`src/rtl/multi_func_alu_seq.sv`:
```
// Registered multi-function ALU with a valid/ready request/result interface.
// Single-cycle logic/arith/shift/compare ops; MUL is iterative shift-add, one bit of B per cycle.
module multi_func_alu_seq #(
    parameter  int WIDTH = 32,
    localparam int SHW   = $clog2(WIDTH)
) (
    input  logic             clk_xi,
    input  logic             rst_n_xi,
    input  logic             in_valid_xi,
    output logic             in_ready_xo,
    input  logic [3:0]       op_xi,
    input  logic [WIDTH-1:0] a_xi,
    input  logic [WIDTH-1:0] b_xi,
    output logic             out_valid_xo,
    input  logic             out_ready_xi,
    output logic [WIDTH-1:0] f_xo,
    output logic             zero_xo,
    output logic             neg_xo,
    output logic             carry_xo,
    output logic             ovf_xo,
    output logic             illegal_xo
);
    // Handshakes: a request transfers on a rising edge where in_valid_xi & in_ready_xo;
    // a result transfers on a rising edge where out_valid_xo & out_ready_xi.
    typedef enum logic [1:0] {IDLE, BUSY, DONE} state_t;

    localparam logic [3:0] OP_MUL = 4'd11;

    state_t               state;
    state_t               state_next;
    logic                 accept;
    logic [WIDTH-1:0]     mcand;
    logic [2*WIDTH-1:0]   acc;
    logic [2*WIDTH-1:0]   acc_step;
    logic [WIDTH:0]       mul_sum;
    logic [SHW:0]         cnt;
    logic [WIDTH:0]       sum;
    logic [WIDTH:0]       diff;
    logic [WIDTH-1:0]     res_f;
    logic                 res_c;
    logic                 res_v;
    logic                 res_il;
    logic [SHW-1:0]       sh;

    assign accept = in_valid_xi & in_ready_xo;

    always_ff @(posedge clk_xi or negedge rst_n_xi) begin
        if (!rst_n_xi) state <= IDLE;
        else           state <= state_next;
    end

    always_comb begin
        state_next = state;
        case (state)
            IDLE: if (accept) state_next = (op_xi == OP_MUL) ? BUSY : DONE;
            BUSY: if (cnt[SHW]) state_next = DONE;
            DONE: begin
                if (out_ready_xi) begin
                    if (accept) state_next = (op_xi == OP_MUL) ? BUSY : DONE;
                    else        state_next = IDLE;
                end
            end
            default: state_next = IDLE;
        endcase
    end

    always_comb begin
        out_valid_xo = (state == DONE);
        in_ready_xo  = (state == IDLE) | ((state == DONE) & out_ready_xi);
    end

    // Single-cycle result path, evaluated directly on the request inputs.
    always_comb begin
        res_f  = '0;
        res_c  = 1'b0;
        res_v  = 1'b0;
        res_il = 1'b0;
        sh     = a_xi[SHW-1:0];
        sum    = {1'b0, a_xi} + {1'b0, b_xi};
        diff   = {1'b0, a_xi} - {1'b0, b_xi};
        case (op_xi)
            4'd0: res_f = a_xi & b_xi;
            4'd1: res_f = a_xi | b_xi;
            4'd2: res_f = a_xi ^ b_xi;
            4'd3: res_f = ~(a_xi | b_xi);
            4'd4: begin
                res_f = sum[WIDTH-1:0];
                res_c = sum[WIDTH];
                res_v = (a_xi[WIDTH-1] == b_xi[WIDTH-1]) & (sum[WIDTH-1] != a_xi[WIDTH-1]);
            end
            4'd5: begin
                res_f = diff[WIDTH-1:0];
                res_c = diff[WIDTH];
                res_v = (a_xi[WIDTH-1] != b_xi[WIDTH-1]) & (diff[WIDTH-1] != a_xi[WIDTH-1]);
            end
            4'd6:  res_f = {{(WIDTH-1){1'b0}}, (a_xi < b_xi)};
            4'd7:  res_f = b_xi << sh;
            4'd8:  res_f = b_xi >> sh;
            4'd9:  res_f = $signed(b_xi) >>> sh;
            4'd10: res_f = {{(WIDTH-1){1'b0}}, ($signed(a_xi) < $signed(b_xi))};
            OP_MUL: res_f = '0;
            default: res_il = 1'b1;
        endcase
    end

    // Shift-add step: low half of acc starts as B and shifts out one multiplier bit per cycle.
    always_comb begin
        mul_sum  = {1'b0, acc[2*WIDTH-1:WIDTH]} + (acc[0] ? {1'b0, mcand} : {(WIDTH+1){1'b0}});
        acc_step = {mul_sum, acc[WIDTH-1:1]};
    end

    // cnt runs 0..WIDTH: WIDTH step cycles, then one cycle that publishes the product.
    always_ff @(posedge clk_xi or negedge rst_n_xi) begin
        if (!rst_n_xi) begin
            mcand      <= '0;
            acc        <= '0;
            cnt        <= '0;
            f_xo       <= '0;
            zero_xo    <= 1'b0;
            neg_xo     <= 1'b0;
            carry_xo   <= 1'b0;
            ovf_xo     <= 1'b0;
            illegal_xo <= 1'b0;
        end else if (accept) begin
            if (op_xi == OP_MUL) begin
                mcand <= a_xi;
                acc   <= {{WIDTH{1'b0}}, b_xi};
                cnt   <= '0;
            end else begin
                f_xo       <= res_f;
                zero_xo    <= (res_f == '0) & ~res_il;
                neg_xo     <= res_f[WIDTH-1];
                carry_xo   <= res_c;
                ovf_xo     <= res_v;
                illegal_xo <= res_il;
            end
        end else if (state == BUSY) begin
            if (!cnt[SHW]) begin
                acc <= acc_step;
                cnt <= cnt + {{SHW{1'b0}}, 1'b1};
            end else begin
                f_xo       <= acc[WIDTH-1:0];
                zero_xo    <= (acc[WIDTH-1:0] == '0);
                neg_xo     <= acc[WIDTH-1];
                carry_xo   <= 1'b0;
                ovf_xo     <= |acc[2*WIDTH-1:WIDTH];
                illegal_xo <= 1'b0;
            end
        end
    end

endmodule

```
`config.mk`:
```
export PLATFORM = sky130hd
export DESIGN_NAME = multi_func_alu_seq
export DESIGN_NICKNAME = d
export VERILOG_FILES = /design/src/rtl/multi_func_alu_seq.sv
export SDC_FILE = /design/constraint.sdc
export NUM_CORES = 1
export LEC_CHECK = 0
export CORE_ASPECT_RATIO = 0.8
export CORE_MARGIN = 2
export CORE_UTILIZATION = 40
export CTS_BUF_LIST = sky130_fd_sc_hd__clkbuf_8
export DETAILED_ROUTE_END_ITERATION = 8
export PLACE_DENSITY = 0.63
export SYNTH_ARGS = -nofsm -noshare
export SYNTH_HDL_FRONTEND = slang
export SYNTH_SLANG_ARGS = --single-unit
export TNS_END_PERCENT = 20
```
`constraint.sdc`:
```
create_clock -name clk_xi -period 3.9 [get_ports clk_xi]
set_clock_uncertainty 0.05 [all_clocks]
set_input_delay 0.585 -clock clk_xi [delete_from_list [all_inputs] [get_ports clk_xi]]
set_output_delay 0.585 -clock clk_xi [all_outputs]
set_load 0.01 [all_outputs]
```
==> metrics.txt, run 1 <==
status complete, but fails checks; failing checks negative setup slack; Worst Hold Class input port to asynchronous set/reset pin; RSZ-0062 raised after global routing yes; vias in the first global route about 22k; GR Layer Usage met3 0.125; share of cells above drive strength 1 0.392; clock transition at the registers of the reported paths ~0.10 ns; Seq cells post-synth between 100 and 150; Max Root-Sink Buffers 2; required time at the worst-slack endpoint approximately 4.3 ns; Detailed Route WL a little over 100 mm; CP Class input port to flop; clock buffer count from CTS 17; Final WS setup -0.0141 ns; worst hold margin 0.0187 ns; FFs w/ async S/R, synth 1.00; Initial Utilization 0.404; clock power share 0.130; CTS root buffer clkbuf_8; DRT iter0 DRCs approximately 2.7k; Leakage Power 12.8 nW; GRT busiest layer met2; fin area between 20,000 and 30,000 sq um; CP Max Fanout 7; CTS tree built; Final Setup Violations 1; Synth Area in Adders 0.0984; xor-xnor portion of the synthesized cell area 0.0210; post-synthesis mux area share 0.134; compound-cell area share of the yosys netlist 0.281; initial antenna violation count 6; NumNets Final approximately 3.4k; largest net degree at the start of global routing 76; startpoint types input port; H-tree Lvls 4; Simple-Gate Fraction of Synth Area 0.202; Max Slew Vio Count 0; power share of the combinational group 0.615; synth warn 0; total grt overflow 0; EDFF count, synth 0; P_sw 4.20 mW; Routed Antenna Nets 0; vias post-DR 23.4k; area grow syn2layout 54.9%; min cycle time layout between 3 and 4 ns; Final period util 1.00; later-pin clock latency in the skew report about 0.50 ns; Seq pwr share 0.255; I/O Buffers 110; Die H just under 200 um; Max VDD drop roughly 490 uV; critical path arrival ~4.3 ns; Synth cell types between 90 and 100; core area ~44,000 sq um; Detailed Routing Iterations Pass 1 8; Die ar. between 40,000 and 50,000 sq um; average cell area after synthesis approximately 7.7 sq um; Slew headroom 0.270; Pwr Density around 340 nW/um^2; die width 240 um; max-cap violations 0; worst-margin pin slew around 1.1 ns; met2 Use GR 0.638; Rows a little under 70; post-synthesis sequential area ratio 0.196; Synth Cell Area around 18,000 sq um; final hold viol count 0; CP Capture Type flop; Pint a little over 5 mW; IO Pins roughly 110; drt via density 6.20; clock sink count 140; Tot Pwr roughly 9.4 mW; GP Congestion 1.10; gr usage total 0.430; met1 Usage GRT 0.603; fmax roughly 260 MHz; Placed Area between 20,000 and 30,000 sq um; sw frac 0.447; Cells after Synth 2,332; Synth Net Count around 2.5k; DRC 0; first-pass GRT wire length ~150 mm; largest family of logic cells by synthesized area compound AO/OA/AOI/OAI gates; Wirelength per Cell ~27 um; hpwl dp 80.4 mm; Main synth FF type dfrtp_1
==> Yosys cell counts, types with 42 or more instances <==
library cell | count | share of area
dfrtp_1 | 140 | 0.20
nor2_1 | 209 | 0.044
nor3_1 | 51 | 0.014
mux2_2 | 57 | 0.036
o21ai_0 | 154 | 0.043
mux2i_1 | 74 | 0.041
clkbuf_1 | 113 | 0.024
a21oi_1 | 140 | 0.039
a31oi_1 | 65 | 0.023
nand3_1 | 44 | 0.012
nand2_1 | 273 | 0.057
mux4_2 | 42 | 0.053
and2_1 | 44 | 0.015
ha_1 | 136 | 0.095
inv_1 | 112 | 0.023
==> final cells by class <==
class / instances / area [sq um]
clock inverter: 15 / 139
sequential: 140 / 3500
timing repair buffer: 987 / 8130
antenna: 1 / 2.50
clock buffer: 17 / 234
fill: 3971 / 16600
inverter: 116 / 455
multi-input combinational: 1895 / 14500
tap: 603 / 754
==> power by group through the flow <==
stage | logic (mW) | registers (mW) | clock network [mW]
3_5_place_dp | 5.20 | 2.41 | 0
5_1_grt | 6.15 | 2.46 | 1.29
6_report | 5.78 | 2.39 | 1.22
2_1_floorplan | 2.75 | 2.29 | 0
4_1_cts | 5.51 | 2.38 | 1.23
3_3_place_gp | 5.08 | 2.39 | 0
==> worst max-delay path, stage by stage <==
cell and delay (ns):
buf_4 0.15, buf_12 0.15, buf_4 0.15, buf_4 0.18, mux4_2 0.57, nor2_1 0.15, o32ai_2 0.11, o311ai_2 0.30
buf_4 0.21, o2111a_1 0.24, nand4_1 0.19, nor4_4 0.33, nand4_1 0.32, nor4_4 0.25, nand4_1 0.17, o31ai_2 0.20
==> cells in the final DEF, fill, tap and decap left out, types with 26 or more instances in the layout <==
cell,instances
a22oi_1,38
o21ai_0,140
nand2_1,268
nor2_1,195
o22ai_1,39
a21oi_1,123
mux2i_1,65
a21o_1,34
mux4_2,42
mux2_2,53
nand3_1,43
clkdlybuf4s50_1,70
ha_1,107
buf_4,813
a31oi_1,54
o211ai_1,34
and2_1,44
xnor2_1,29
buf_12,26
inv_1,95
dfrtp_1,140
nor3_1,46
buf_6,41
==> path summary, 6_finish.rpt <==
path	from	end	slack (ns)	cells past startpoint
worst max-delay path	a_xi[0]	zero_xo	-0.01	16
worst min-delay path	rst_n_xi	cnt[2]	0.02	1
worst max register to register	acc[0]	acc[61]	0.05	17
worst min register to register	f_xo[22]	f_xo[22]	0.45	2
max in group asynchronous	rst_n_xi	mcand[7]	2.90	2
min in group clk_xi	f_xo[22]	f_xo[22]	0.45	2
==> per-layer routing <==
| layer | share of wire | up-vias | wire length (um) |
|---|---|---|---|
| li1 | - | 10300 | - |
| met1 | 0.43 | 11400 | 43300 |
| met2 | 0.41 | 1488 | 41700 |
| met3 | 0.13 | 225 | 12800 |
| met4 | 0.035 | 2 | 3520 |
| met5 | 0.00012 | - | 12 |
==> cells by family after synthesis <==
group | after synthesis
mux | 179
compound gates | 757
fa+ha+maj | 139
buf+inv | 297
xor+xnor | 43
simple gates | 777
flops | 140
==> metrics by stage <==
stage / cells / util / setup slack (ns) / TNS (ns)
after CTS: 3752 / 0.615 / 0.00146 / 0
after detailed placement: 3665 / 0.573 / -1.39 / -15.47
final: 3774 / 0.626 / -0.0141 / -0.0141
after global placement: 3665 / 0.573 / -1.40 / -14.32
after floorplan: 2332 / - / 0.0000484 / 0
after global routing: 3774 / 0.626 / -0.134 / -0.371
==> state kept, by name, indices dropped and copies added, names as in the netlist <==
signal      flops
state           2
mcand          32
acc            64
ovf_xo          1
f_xo           32
zero_xo         1
carry_xo        1
cnt             6
illegal_xo      1
==> timing repair <==
| action | CTS | global route |
|---|---|---|
| setup buffers | 59 | 21 |
| gates resized for setup | 267 | 75 |
| hold buffers | 0 | 0 |
| pin swaps | 81 | 46 |
| setup endpoints to repair | 17 | 15 |
Power figures use the tool's default switching activity.
==> run 2, diff against run 1 <==
CORE_MARGIN = 1   (was 2)
==> metrics.txt, run 2 (synthesis gave the netlist of run 1 again) <==
final design utilization 0.636; critical path arrival ~4.3 ns; vias in the first global route around 22k; Worst Hold Class input port to asynchronous set/reset pin; Slew headroom 0.268; CTS root buffer clkbuf_8; startpoint types input port; Max VDD drop approximately 470 uV; Final WS setup -0.106 ns; Final period util 1.03; Detailed Routing Iterations Pass 1 6; crit-path most repeated cell buf_4; later-pin clock latency in the skew report around 0.50 ns; most common cell after layout, fill and taps aside buf_4; fin area 27,800 sq um; Detailed Route WL approximately 100 mm; Buf+Inv Stages, Crit Path 6; die width about 240 um; Leakage Power around 13 nW; drt via density between 6 and 7; Die ar. 45,600 sq um; Tot Pwr between 9 and 10 mW; total grt overflow 0; fmax ~250 MHz; GP Congestion ~1.2; status complete, but fails checks; Pwr Density 341 nW/um^2; worst-margin pin slew roughly 1.1 ns; NumNets Final between 3k and 4k; slowest CP cell nor3_1; clock transition at the registers of the reported paths approximately 0.1 ns; largest net degree at the start of global routing 94; commonest cells after routing, fill and taps aside buf_4 (818), nand2_1 (268), nor2_1 (190); CP Class input port to flop; core area 43,600 sq um; Wirelength per Cell roughly 27 um; Placement Setup Slack -1.30 ns; Sequential Area between 3000 and 4000 sq um; Initial Utilization 0.410; Largest register FFs 64; hpwl dp 80.8 mm; crit-path leading delay family simple AND/OR/NAND/NOR gates; clock buffer count from CTS 17; share of cells above drive strength 1 0.396; Max Slew Vio Count 0; vias post-DR about 24k; first-pass GRT wire length approximately 150 mm; worst hold margin 0.133 ns; Die H about 190 um; Max Root-Sink Buffers 2; Final Setup Violations 2; DRT iter0 DRCs about 2.8k; required time at the worst-slack endpoint ~4.2 ns; area grow syn2layout 55.1%; H-tree Lvls 4; DRC 0; cells along the critical path clkdlybuf4s50_1 > buf_4 > inv_1 > nor3_1 > nand2_1 > buf_4 > nor3_1 > a21o_1 > a31oi_1 > buf_4 > nand4_1 > a211oi_1 > buf_4 > nand3_1 > nor4_4 > nand4_1 > o31ai_2; largest reg by FF count acc; RSZ-0062 raised after global routing yes; min cycle time layout ~4.0 ns; max-cap violations 0; final hold viol count 0; gr usage total 0.433; CTS tree built; Rows 68; Regs by FF count acc x64, f_xo x32, mcand x32; Routed Antenna Nets 0; initial antenna violation count 5; failing checks negative setup slack; clock sink count between 100 and 150; IO Pins 111; Placed Area 25,300 sq um; fillers 3,754; CP max stage delay just over 0.8 ns; CP Max Fanout 6; I/O Buffers between 100 and 150; CP Capture Type flop; area taken by multi-input logic gates 14,500 sq um
[run 2: cell count changes in the layout (fill, tap and decap cells not counted), moves of 4 or more]
cell             delta
buf_4               +5
dlygate4sd2_1       -4
clkinvlp_4          -4
buf_6               -9
a21oi_2             +6
nor3_1              -6
nor2_2              +5
a21oi_1             -5
nor3_2              +5
clkdlybuf4s15_1     -4
nor2_1              -5
dlymetal6s2s_1      +6
[run 2: layout make-up]
class | count | area share
well taps | 595 | 0.0268
flip-flops and latches | 140 | 0.126
inverters | 116 | 0.0163
diodes | 1 | 0.0000901
multi-input cells | 1895 | 0.522
clock inverters | 15 | 0.00581
clock buffers | 17 | 0.00843
repair buffers | 988 | 0.295
[run 2: final timing paths]
check                      startpoint       end  slack, ns  cells after the start
setup / recovery             op_xi[3]   zero_xo      -0.11                     17
hold / removal               rst_n_xi    cnt[2]       0.13                      1
setup reg to reg               acc[0]   acc[57]       0.11                     17
hold reg to reg              f_xo[30]  f_xo[30]       0.45                      2
max in group asynchronous    rst_n_xi   acc[38]       2.88                      2
min in group clk_xi          f_xo[30]  f_xo[30]       0.45                      2
[run 2: power by group]
part           internal, mW  leakage [nW]  switching [mW]
sequential             1.93          1.73           0.474
combinational          2.76          10.9            3.06
clock                 0.578         0.206           0.661
total                  5.27          12.9            4.20
[run 2: per-layer routing]
layer / global-route usage / share of wire / vias to the layer above / wire (um)
met5: 0 / 0.00031 / - / 31
met2: 0.630 / 0.41 / 1510 / 41600
met3: 0.145 / 0.14 / 239 / 13800
met4: 0.140 / 0.035 / 4 / 3590
met1: 0.597 / 0.42 / 11500 / 42400
li1: - / - / 10300 / -
[run 2: metrics by stage]
stage          std cells  TNS, ns
2_1_floorplan       2332        0
3_3_place_gp        3641   -13.06
3_5_place_dp        3641   -14.04
4_1_cts             3723  -0.0893
5_1_grt             3766   -0.161
6_report            3767   -0.211
[run 2: worst reg2reg max path: stages, from the launching register on]
cell and delay, ns:
dfrtp_1 0.42, buf_12 0.17, and2_1 0.20, ha_1 0.31, a21o_1 0.20, a221o_1 0.35
a21oi_2 0.16, buf_4 0.15, a21oi_2 0.06, o211ai_1 0.32, a31oi_2 0.18, o21ai_1 0.19
nand2b_1 0.13, buf_4 0.16, a21o_1 0.16, a21o_1 0.19, xnor2_2 0.14, o22ai_1 0.09
[run 2: repair_timing]
| action | in CTS | in global routing |
|---|---|---|
| resized for setup | 165 | 179 |
| buffers inserted | 51 | 46 |
| hold buffers | 0 | 0 |
| endpoints found under the setup margin | 16 | 19 |
| cloned | 0 | 1 |
| pin swaps | 60 | 77 |
